===== config.mk =====
export PLATFORM = sky130hd
export DESIGN_NAME = stopwatch_ctrl_flat
export DESIGN_NICKNAME = d
export VERILOG_FILES = /design/src/rtl/stopwatch_pkg.sv /design/src/rtl/stopwatch_ctrl_if.sv /design/src/rtl/bcd2_inc.sv /design/src/rtl/stopwatch_ctrl.sv /design/src/flat_wrapper.sv
export SDC_FILE = /design/constraint.sdc
export NUM_CORES = 1
export LEC_CHECK = 0
export CORE_MARGIN = 1
export CORE_UTILIZATION = 49
export DETAILED_ROUTE_END_ITERATION = 7
export PLACE_DENSITY = 0.85
export SYNTH_ARGS = -nofsm -noshare
export SYNTH_HDL_FRONTEND = slang
export SYNTH_SLANG_ARGS = --single-unit

===== constraint.sdc =====
create_clock -name clk -period 4.65 [get_ports clk]
set_clock_uncertainty 0.1 [all_clocks]
set_input_delay 1.395 -clock clk [delete_from_list [all_inputs] [get_ports clk]]
set_output_delay 1.395 -clock clk [all_outputs]
set_load 0.02 [all_outputs]

===== src/rtl/stopwatch_pkg.sv =====
// rtl/stopwatch_pkg.sv - shared state encoding and time constants for the stopwatch controller
//
// Contents:
//   sw_state_t : FSM state encoding (ST_IDLE/ST_RUN/ST_PAUSE/ST_LAP), also driven out for LEDs
//   TIME_W     : width of the packed BCD time word (hh:mm:ss.cc, 8 digits)
//   TIME_MAX   : 99:59:59.99, the saturation point of the counter chain
package stopwatch_pkg;

    localparam int TIME_W = 32;

    localparam logic [TIME_W-1:0] TIME_MAX = 32'h99595999;

    typedef enum logic [1:0] {
        ST_IDLE  = 2'b00,
        ST_RUN   = 2'b01,
        ST_PAUSE = 2'b10,
        ST_LAP   = 2'b11
    } sw_state_t;

endpackage


===== src/rtl/stopwatch_ctrl_if.sv =====
// rtl/stopwatch_ctrl_if.sv - button/tick/time inputs and counter/display outputs of stopwatch_ctrl
//
// Signals:
//   btn_ss, btn_lap : debounced single-cycle button pulses
//   tick_100hz      : 10 ms strobe from the clock divider
//   time_bcd        : live counter-chain value, digit 0 in LSBs
//   count_tick      : gated tick into the digit-0 counter
//   count_clr       : one-cycle synchronous clear to the counter chain
//   disp_bcd        : value for the display scanner
//   lap_num         : two-digit BCD lap index
//   disp_blank      : blank all digits while high
//   state           : FSM state for LEDs/debug
// Modports:
//   master : the surroundings (buttons, divider, counter chain, display)
//   slave  : the controller
interface stopwatch_ctrl_if #(
    parameter int DIGITS = 8
);
    logic                  btn_ss;
    logic                  btn_lap;
    logic                  tick_100hz;
    logic [4*DIGITS-1:0]   time_bcd;
    logic                  count_tick;
    logic                  count_clr;
    logic [4*DIGITS-1:0]   disp_bcd;
    logic [7:0]            lap_num;
    logic                  disp_blank;
    logic [1:0]            state;

    modport master (
        output btn_ss, btn_lap, tick_100hz, time_bcd,
        input  count_tick, count_clr, disp_bcd, lap_num, disp_blank, state
    );

    modport slave (
        input  btn_ss, btn_lap, tick_100hz, time_bcd,
        output count_tick, count_clr, disp_bcd, lap_num, disp_blank, state
    );

endinterface


===== src/rtl/bcd2_inc.sv =====
// rtl/bcd2_inc.sv - combinational two-digit BCD incrementer, 99 wraps to 00
//
// Ports:
//   d : two BCD digits in (ones digit in d[3:0])
//   q : d + 1 in BCD, wrapping from 8'h99 to 8'h00
module bcd2_inc (
    input  logic [7:0] d,
    output logic [7:0] q
);

    always_comb begin
        q = d;
        if (d[3:0] >= 4'd9) begin
            q[3:0] = 4'd0;
            if (d[7:4] >= 4'd9) begin
                q[7:4] = 4'd0;
            end else begin
                q[7:4] = d[7:4] + 4'd1;
            end
        end else begin
            q[3:0] = d[3:0] + 4'd1;
        end
    end

endmodule


===== src/rtl/stopwatch_ctrl.sv =====
// rtl/stopwatch_ctrl.sv - stopwatch control FSM: tick gating, chain clear, saturation, lap latch, display select
//
// Parameters:
//   DIGITS      : BCD digits in the time word (4*DIGITS must equal TIME_W)
//   BLINK_TICKS : 100 Hz ticks per display blink half-period in PAUSE
// Ports:
//   clk   : system clock
//   reset : asynchronous active-low reset
//   sw    : stopwatch_ctrl_if.slave, buttons/tick/time in, tick/clear/display out
// Build option:
//   STOPWATCH_BLINK_EN : when defined, the display blinks while paused;
//                        otherwise disp_blank is tied low and no blink counter exists.
module stopwatch_ctrl
    import stopwatch_pkg::*;
#(
    parameter int DIGITS      = 8,
    parameter int BLINK_TICKS = 50
) (
    input  logic             clk,
    input  logic             reset,
    stopwatch_ctrl_if.slave  sw
);

    // The saturation constant is a fixed 8-digit hh:mm:ss.cc value.
    if (4 * DIGITS != TIME_W || BLINK_TICKS < 1) begin : g_param_check
        $error("stopwatch_ctrl: DIGITS must be 8 and BLINK_TICKS at least 1");
    end

    sw_state_t         state_q;
    sw_state_t         state_d;
    logic              do_latch;
    logic              do_clear;
    logic              saturated;
    logic              count_clr_q;
    logic [TIME_W-1:0] lap_reg;
    logic [7:0]        lap_num_q;
    logic [7:0]        lap_num_inc;

    assign saturated = (sw.time_bcd == TIME_MAX);

    bcd2_inc u_lap_inc (
        .d (lap_num_q),
        .q (lap_num_inc)
    );

    // Next state. btn_ss always takes precedence; a simultaneous btn_lap is dropped.
    always_comb begin
        state_d  = state_q;
        do_latch = 1'b0;
        do_clear = 1'b0;
        unique case (state_q)
            ST_IDLE: begin
                if (sw.btn_ss) begin
                    state_d = ST_RUN;
                end
            end
            ST_RUN, ST_LAP: begin
                if (sw.btn_ss) begin
                    state_d = ST_PAUSE;
                end else if (saturated && sw.tick_100hz) begin
                    // Chain is stuck at 99:59:59.99; stop the clock.
                    state_d = ST_PAUSE;
                end else if (sw.btn_lap) begin
                    state_d  = ST_LAP;
                    do_latch = 1'b1;
                end
            end
            ST_PAUSE: begin
                if (sw.btn_ss) begin
                    // Resuming a saturated chain would only re-pause; only clear recovers.
                    if (!saturated) begin
                        state_d = ST_RUN;
                    end
                end else if (sw.btn_lap) begin
                    state_d  = ST_IDLE;
                    do_clear = 1'b1;
                end
            end
            default: state_d = ST_IDLE;
        endcase
    end

    always_ff @(posedge clk or negedge reset) begin
        if (!reset) begin
            state_q     <= ST_IDLE;
            count_clr_q <= 1'b0;
            lap_reg     <= '0;
            lap_num_q   <= 8'h00;
        end else begin
            state_q     <= state_d;
            count_clr_q <= do_clear;
            if (do_clear) begin
                lap_reg   <= '0;
                lap_num_q <= 8'h00;
            end else if (do_latch) begin
                lap_reg   <= sw.time_bcd;
                lap_num_q <= lap_num_inc;
            end
        end
    end

    // Gated from the registered state, so the tick on the IDLE->RUN edge is lost
    // and the tick on the RUN->PAUSE edge still reaches the chain.
    assign sw.count_tick = sw.tick_100hz && !saturated &&
                           (state_q == ST_RUN || state_q == ST_LAP);
    assign sw.count_clr  = count_clr_q;
    assign sw.disp_bcd   = (state_q == ST_LAP) ? lap_reg : sw.time_bcd;
    assign sw.lap_num    = lap_num_q;
    assign sw.state      = state_q;

`ifdef STOPWATCH_BLINK_EN
    localparam int BW = $clog2(BLINK_TICKS + 1);

    logic [BW-1:0] blink_cnt;
    logic          blank_q;

    always_ff @(posedge clk or negedge reset) begin
        if (!reset) begin
            blink_cnt <= '0;
            blank_q   <= 1'b0;
        end else if (state_d != ST_PAUSE) begin
            // Leaving (or not in) PAUSE: display steady, phase restarts on next pause.
            blink_cnt <= '0;
            blank_q   <= 1'b0;
        end else if (state_q == ST_PAUSE && sw.tick_100hz) begin
            if (blink_cnt == BW'(BLINK_TICKS - 1)) begin
                blink_cnt <= '0;
                blank_q   <= ~blank_q;
            end else begin
                blink_cnt <= blink_cnt + 1'b1;
            end
        end
    end

    assign sw.disp_blank = blank_q;
`else
    assign sw.disp_blank = 1'b0;
`endif

endmodule


===== src/flat_wrapper.sv =====
// flat-port wrapper written by rule: the top's interface ports become plain ports
module stopwatch_ctrl_flat import stopwatch_pkg::*;
#(
    parameter int DIGITS      = 8,
    parameter int BLINK_TICKS = 50
)
  (clk, reset, sw_btn_ss, sw_btn_lap, sw_tick_100hz, sw_time_bcd, sw_count_tick, sw_count_clr, sw_disp_bcd, sw_lap_num, sw_disp_blank, sw_state);
  stopwatch_ctrl_if #(.DIGITS(DIGITS)) sw_i ();
  input  logic clk;
  input  logic reset;
  input wire logic [$bits(sw_i.btn_ss)-1:0] sw_btn_ss;
  input wire logic [$bits(sw_i.btn_lap)-1:0] sw_btn_lap;
  input wire logic [$bits(sw_i.tick_100hz)-1:0] sw_tick_100hz;
  input wire logic [$bits(sw_i.time_bcd)-1:0] sw_time_bcd;
  output wire logic [$bits(sw_i.count_tick)-1:0] sw_count_tick;
  output wire logic [$bits(sw_i.count_clr)-1:0] sw_count_clr;
  output wire logic [$bits(sw_i.disp_bcd)-1:0] sw_disp_bcd;
  output wire logic [$bits(sw_i.lap_num)-1:0] sw_lap_num;
  output wire logic [$bits(sw_i.disp_blank)-1:0] sw_disp_blank;
  output wire logic [$bits(sw_i.state)-1:0] sw_state;
  assign sw_i.btn_ss = sw_btn_ss;
  assign sw_i.btn_lap = sw_btn_lap;
  assign sw_i.tick_100hz = sw_tick_100hz;
  assign sw_i.time_bcd = sw_time_bcd;
  assign sw_count_tick = sw_i.count_tick;
  assign sw_count_clr = sw_i.count_clr;
  assign sw_disp_bcd = sw_i.disp_bcd;
  assign sw_lap_num = sw_i.lap_num;
  assign sw_disp_blank = sw_i.disp_blank;
  assign sw_state = sw_i.state;
  stopwatch_ctrl #(.DIGITS(DIGITS), .BLINK_TICKS(BLINK_TICKS)) u_core (.clk(clk), .reset(reset), .sw(sw_i));
endmodule

# After elaboration in Yosys (flattened, before gate mapping)
# Index checks and enable logic that the tools add are counted.
# op_classes
shifts	0
div	0
order_cmp	2
mul	0
n_bitwise	0
n_eq_ne	8
n_reduce_logical	11
n_addsub	2
mux	22
# ops
operator	count
$mux W32	3
$eq A32 B32 Y1 const B	1
$mux W8	2
$mux W2	7
$mux W4	3
$add A4 B1 Y4 const B	2
$ge A4 B4 Y1 const B	2
$mux W1	6
$ne A3 B3 Y1 const B	2
$pmux W2 S3	1
$eq A2 B2 Y1 const B	2
$ne A4 B3 Y1 const B	1
$reduce_and A4 Y1	1
$reduce_bool A2 Y1	2
$logic_and A1 B1 Y1	3
$eq A2 B1 Y1 const B	1
$logic_not A2 Y1	1
$ne A2 B2 Y1 const B	1
$reduce_and A2 Y1	1
$reduce_or A2 Y1	1
$logic_not A1 Y1	1
$logic_or A1 B1 Y1	1
# word_totals
input_bits	37
regBits	43
out_inout_bits	45
latch_bits	0
mem_bits_rw	0
elab_cells	50
rom_bits	0
n_memories	0

# Depth between registers and ports, before layout
# depth
ltp_word	7
ltp_mapped	7
mapped_depth_nobuf	7

# Modules after synthesis
# Synthesis repeated with hierarchy kept, for this count alone.
# unflattened
cells_unflattened	191
hier_area_um2	2387.3
# by_module_without_submodules
module	instances	cells_each	area_per_inst_um2
stopwatch_ctrl	1	156	2148.3
bcd2_inc	1	35	239.0

# Worst setup path after synthesis
# No wires, ideal clock.
# synth_path
path_kind	in2out
startpoint	input port sw_time_bcd[1]
endpoint	output port sw_count_tick
cell_stages	4
slack_ns	1.017
required_time_ns	3.155
arrival_ns	2.138
path_cell_list	nor4b_2 > nand4_1 > nor2_1 > nor2_1
# synth_via
elab_chain_cells	4
# synth_lines
element	line_no	source
start, declared	flat_wrapper.sv:14	input wire logic [$bits(sw_i.time_bcd)-1:0] sw_time_bcd;
$eq A32 B32 Y1	stopwatch_ctrl.sv:39	assign saturated = (sw.time_bcd == TIME_MAX);
$logic_not A1 Y1	n/a	
$logic_and A1 B1 Y1 (2 in a row)	stopwatch_ctrl.sv:104	assign sw.count_tick = sw.tick_100hz && !saturated &&
end, declared	flat_wrapper.sv:15	output wire logic [$bits(sw_i.count_tick)-1:0] sw_count_tick;
# No other way between the ends.

# Worst setup path in the final report
# layout_path
startpoint	input port sw_time_bcd[16]
endpoint	output port sw_count_tick
# The elaborated chain is that of the path after synthesis.

==> impl_metrics.csv <==
group,metric,value,unit
pwr,p_int,0.829,mW
clock_network,cts.hold.buffers_added,0,
floorplan,rows,25,
sta,slew_headroom,37.7,%
hold_path,hp-class,"register to register",
worst_setup_path,slowest_delay,0.48,ns
clock_network,cts_buffers,5,
grt,grt_start_max_net_pins,44,
worst_setup_path,startpoint_type,"input port",
floorplan,die-width,72.3,um
floorplan,core,4750,um^2
clock_network,clkLatencyLatePin,0.29,ns
pwr,p_clk_share,21.1,%
sta,hold_violations,0,
sta,tightest_slew,0.935,ns
final_layout,layout_commonest_cell,"clkdlybuf4s50_1",
synthesis,async_flop_share,100,%
worst_setup_path,crit_arrival,3.03,ns
final_layout,n_antenna_cell,0,
placement,portBuffers,80,
clock_network,max-clock-path-buffers,2,
worst_setup_path,critical_path.max_fanout,2,
grt,grt_pass1_vias,2062,
worst_setup_path,r2r_start,"u_core.sw.state[0]",
floorplan,start_util,50.9,%
pwr,p_sw_share,33.5,%
synthesis,synthFlopType,"dfrtp_1",
final_layout,layout-area-overhead-vs-synth,43.4,%
synthesis,synthDistinctLibCells,38,
routing,avgRoutedWirePerCell,14.0,um
worst_setup_path,cp-end-kind,"output port",
worst_setup_path,slowest_stage,"clkdlybuf4s50_1",
final_layout,largest_register_ffs,32,
grt,gr-total-overflow,0,
pwr,switchingPower,0.418,mW
pwr,seqPwrFrac,42.0,%
synthesis,synth-edff-count,0,
sta,worst_slack,0.129,ns
final_layout,final_nets,391,
routing,drt_wl_total,5830,um
routing,vias,2169,
pwr,powerDensity,359,nW/um^2
sta,drv_slew,0,
floorplan,ios,82,
final_layout,drive_gt1_share,18.9,%
floorplan,dieHeight,72.3,um
synthesis,avgSynthCellArea,9.35,um^2
synthesis,synth-seq-cells,43,
routing,drt_iter0_drc,81,
routing,drt_pass1_iterations,4,
routing,ant_nets,0,
routing,via_per_inst,5.21,
grt,grtUsageTotal,23.0,%
sta,fmax,221,MHz
clock_network,clk_pin_slew_worst_paths,0.08,ns
sta,grt_setup_unrepaired,"no",
run_status,status,"finished, final reports clean",
worst_setup_path,crit_chain,"clkdlybuf4s50_1, nor4bb_4, buf_4, nand4_1, nor2_2, nor2_1, dlygate4sd2_1",
floorplan,die_area,5230,um^2
routing,drc_errors,0,
sta,setup_viol,0,
placement,pre_cts_ws,-0.253,ns
clock_network,cts.sinks,43,
placement,gp_congestion,0.746,
synthesis,syn_nets,302,
clock_network,cts_tree,"done",
synthesis,yosysSeqAreaShare,44.4,%
sta,setup-tns-final,0,ns
pwr,peakVddDrop,0.211,mV
grt,antenna_found_initial,0,
synthesis,synthCells,259,
clock_network,cts_root_buf,"clkbuf_8",
clock_network,htree_levels,2,
placement,hpwl,4210,um
synthesis,yosys_warnings,0,
hold_path,min_from,"u_core.lap_reg[20]",
grt,grt_pass1_wl,9230,um
pwr,combPwrFrac,36.9,%
worst_setup_path,cp_data_required_time,3.15,ns
job,max_cap_violations,0,
synthesis,syn_area,2420,um^2
pwr,p_leak,1.54,nW
sta,period_needed,4.52,ns
worst_setup_path,startpoint,"sw_time_bcd[16]",
worst_setup_path,crit_type,"input port to output port",
sta,period_share,97.2,%
final_layout,final_cell_mix,"clkdlybuf4s50_1, nand2_1, dfrtp_1, mux2_2, o21ai_0",
cell families (layout without fill, tap and decap cells):
| kind of cell | count (synthesis) | count (layout) | synth area share, % |
|---|---|---|---|
| AO/OA/AOI/OAI | 52 | 52 | 13.0 |
| multiplexers | 33 | 33 | 15.3 |
| buffers and inverters | 24 | 114 | 4.70 |
| adder cells (fa/ha/maj) | 6 | 6 | 3.10 |
| flip-flops | 43 | 43 | 44.4 |
| AND/OR/NAND/NOR | 100 | 100 | 19.4 |
| other | 1 | 1 | 0.155 |
area by class of cell:
| class | count | area [um^2] |
|---|---|---|
| clock buffers | 7 | 96.3 |
| clock inverters | 1 | 7.51 |
| fillers | 372 | 1280 |
| inverters | 9 | 33.8 |
| multi-input cells | 192 | 1250 |
| flip-flops and latches | 43 | 1080 |
| well taps | 67 | 83.8 |
| repair buffers | 97 | 925 |
critical path: cells and delay by family:
kind / cells / cell delay [ns]
buf+inv: 3 / 0.94
simple gates: 4 / 0.69
power groups by stage:
stage	Sequential, mW	Clock (mW)	Combinational [mW]
finish	0.523	0.263	0.461
global route	0.534	0.283	0.501
CTS	0.523	0.268	0.465
detailed placement	0.530	0	0.462
global placement	0.525	0	0.448
floorplan	0.537	0	0.241
metal layers:
| layer | GRT usage [%] | routed length [um] | vias to the layer above |
|---|---|---|---|
| li1 | - | - | 1066 |
| met1 | 27.5 | 2460 | 1023 |
| met2 | 38.7 | 2920 | 68 |
| met3 | 5.28 | 323 | 12 |
| met4 | 11.5 | 125 | 0 |
| met5 | 0 | 0 | - |
per-stage QoR:
step                hold WS [ns]  total power [mW]  cells  utilization (%)  area, um^2
floorplan                  0.390             0.778    259                -        2420
global route               0.444              1.32    416             73.1        3470
detailed placement         0.411             0.992    408             70.5        3350
global placement           0.405             0.973    408             70.5        3350
finish                     0.424              1.25    416             73.1        3470
CTS                        0.424              1.26    416             72.8        3460
what timing repair did:
action                                 CTS  global route
setup endpoints to repair                1             1
pin swaps                                0             2
buffers inserted                         0             0
endpoints found under the hold margin    0             0
resized for setup                        2             3
final timing paths:
check                           slack [ns]                    to  depth (start not counted)
worst max-delay path                  0.13         sw_count_tick                          7
worst min-delay path                  0.42    u_core.lap_reg[20]                          2
worst max register to register        2.42    u_core.lap_reg[16]                          5
worst min register to register        0.42    u_core.lap_reg[20]                          2
max in group asynchronous             2.73    u_core.sw.state[0]                          1
min in group asynchronous             1.14  u_core.sw.lap_num[3]                          1
Yosys cell counts, drive strengths merged, types with 3 or more instances:
cell | n | area, um^2
nor3b | 3 | 22.5
clkbuf | 5 | 18.8
ha | 6 | 75.1
o21ai | 34 | 170
o31ai | 5 | 42.5
nand3 | 3 | 15.0
nand4 | 3 | 18.8
mux2 | 32 | 360
dfrtp | 43 | 1080
buf | 10 | 61.3
nor2 | 5 | 18.8
inv | 9 | 33.8
nand2 | 73 | 274
nor4bb | 4 | 40.0
Note: power is estimated with default switching activity, not from simulation.
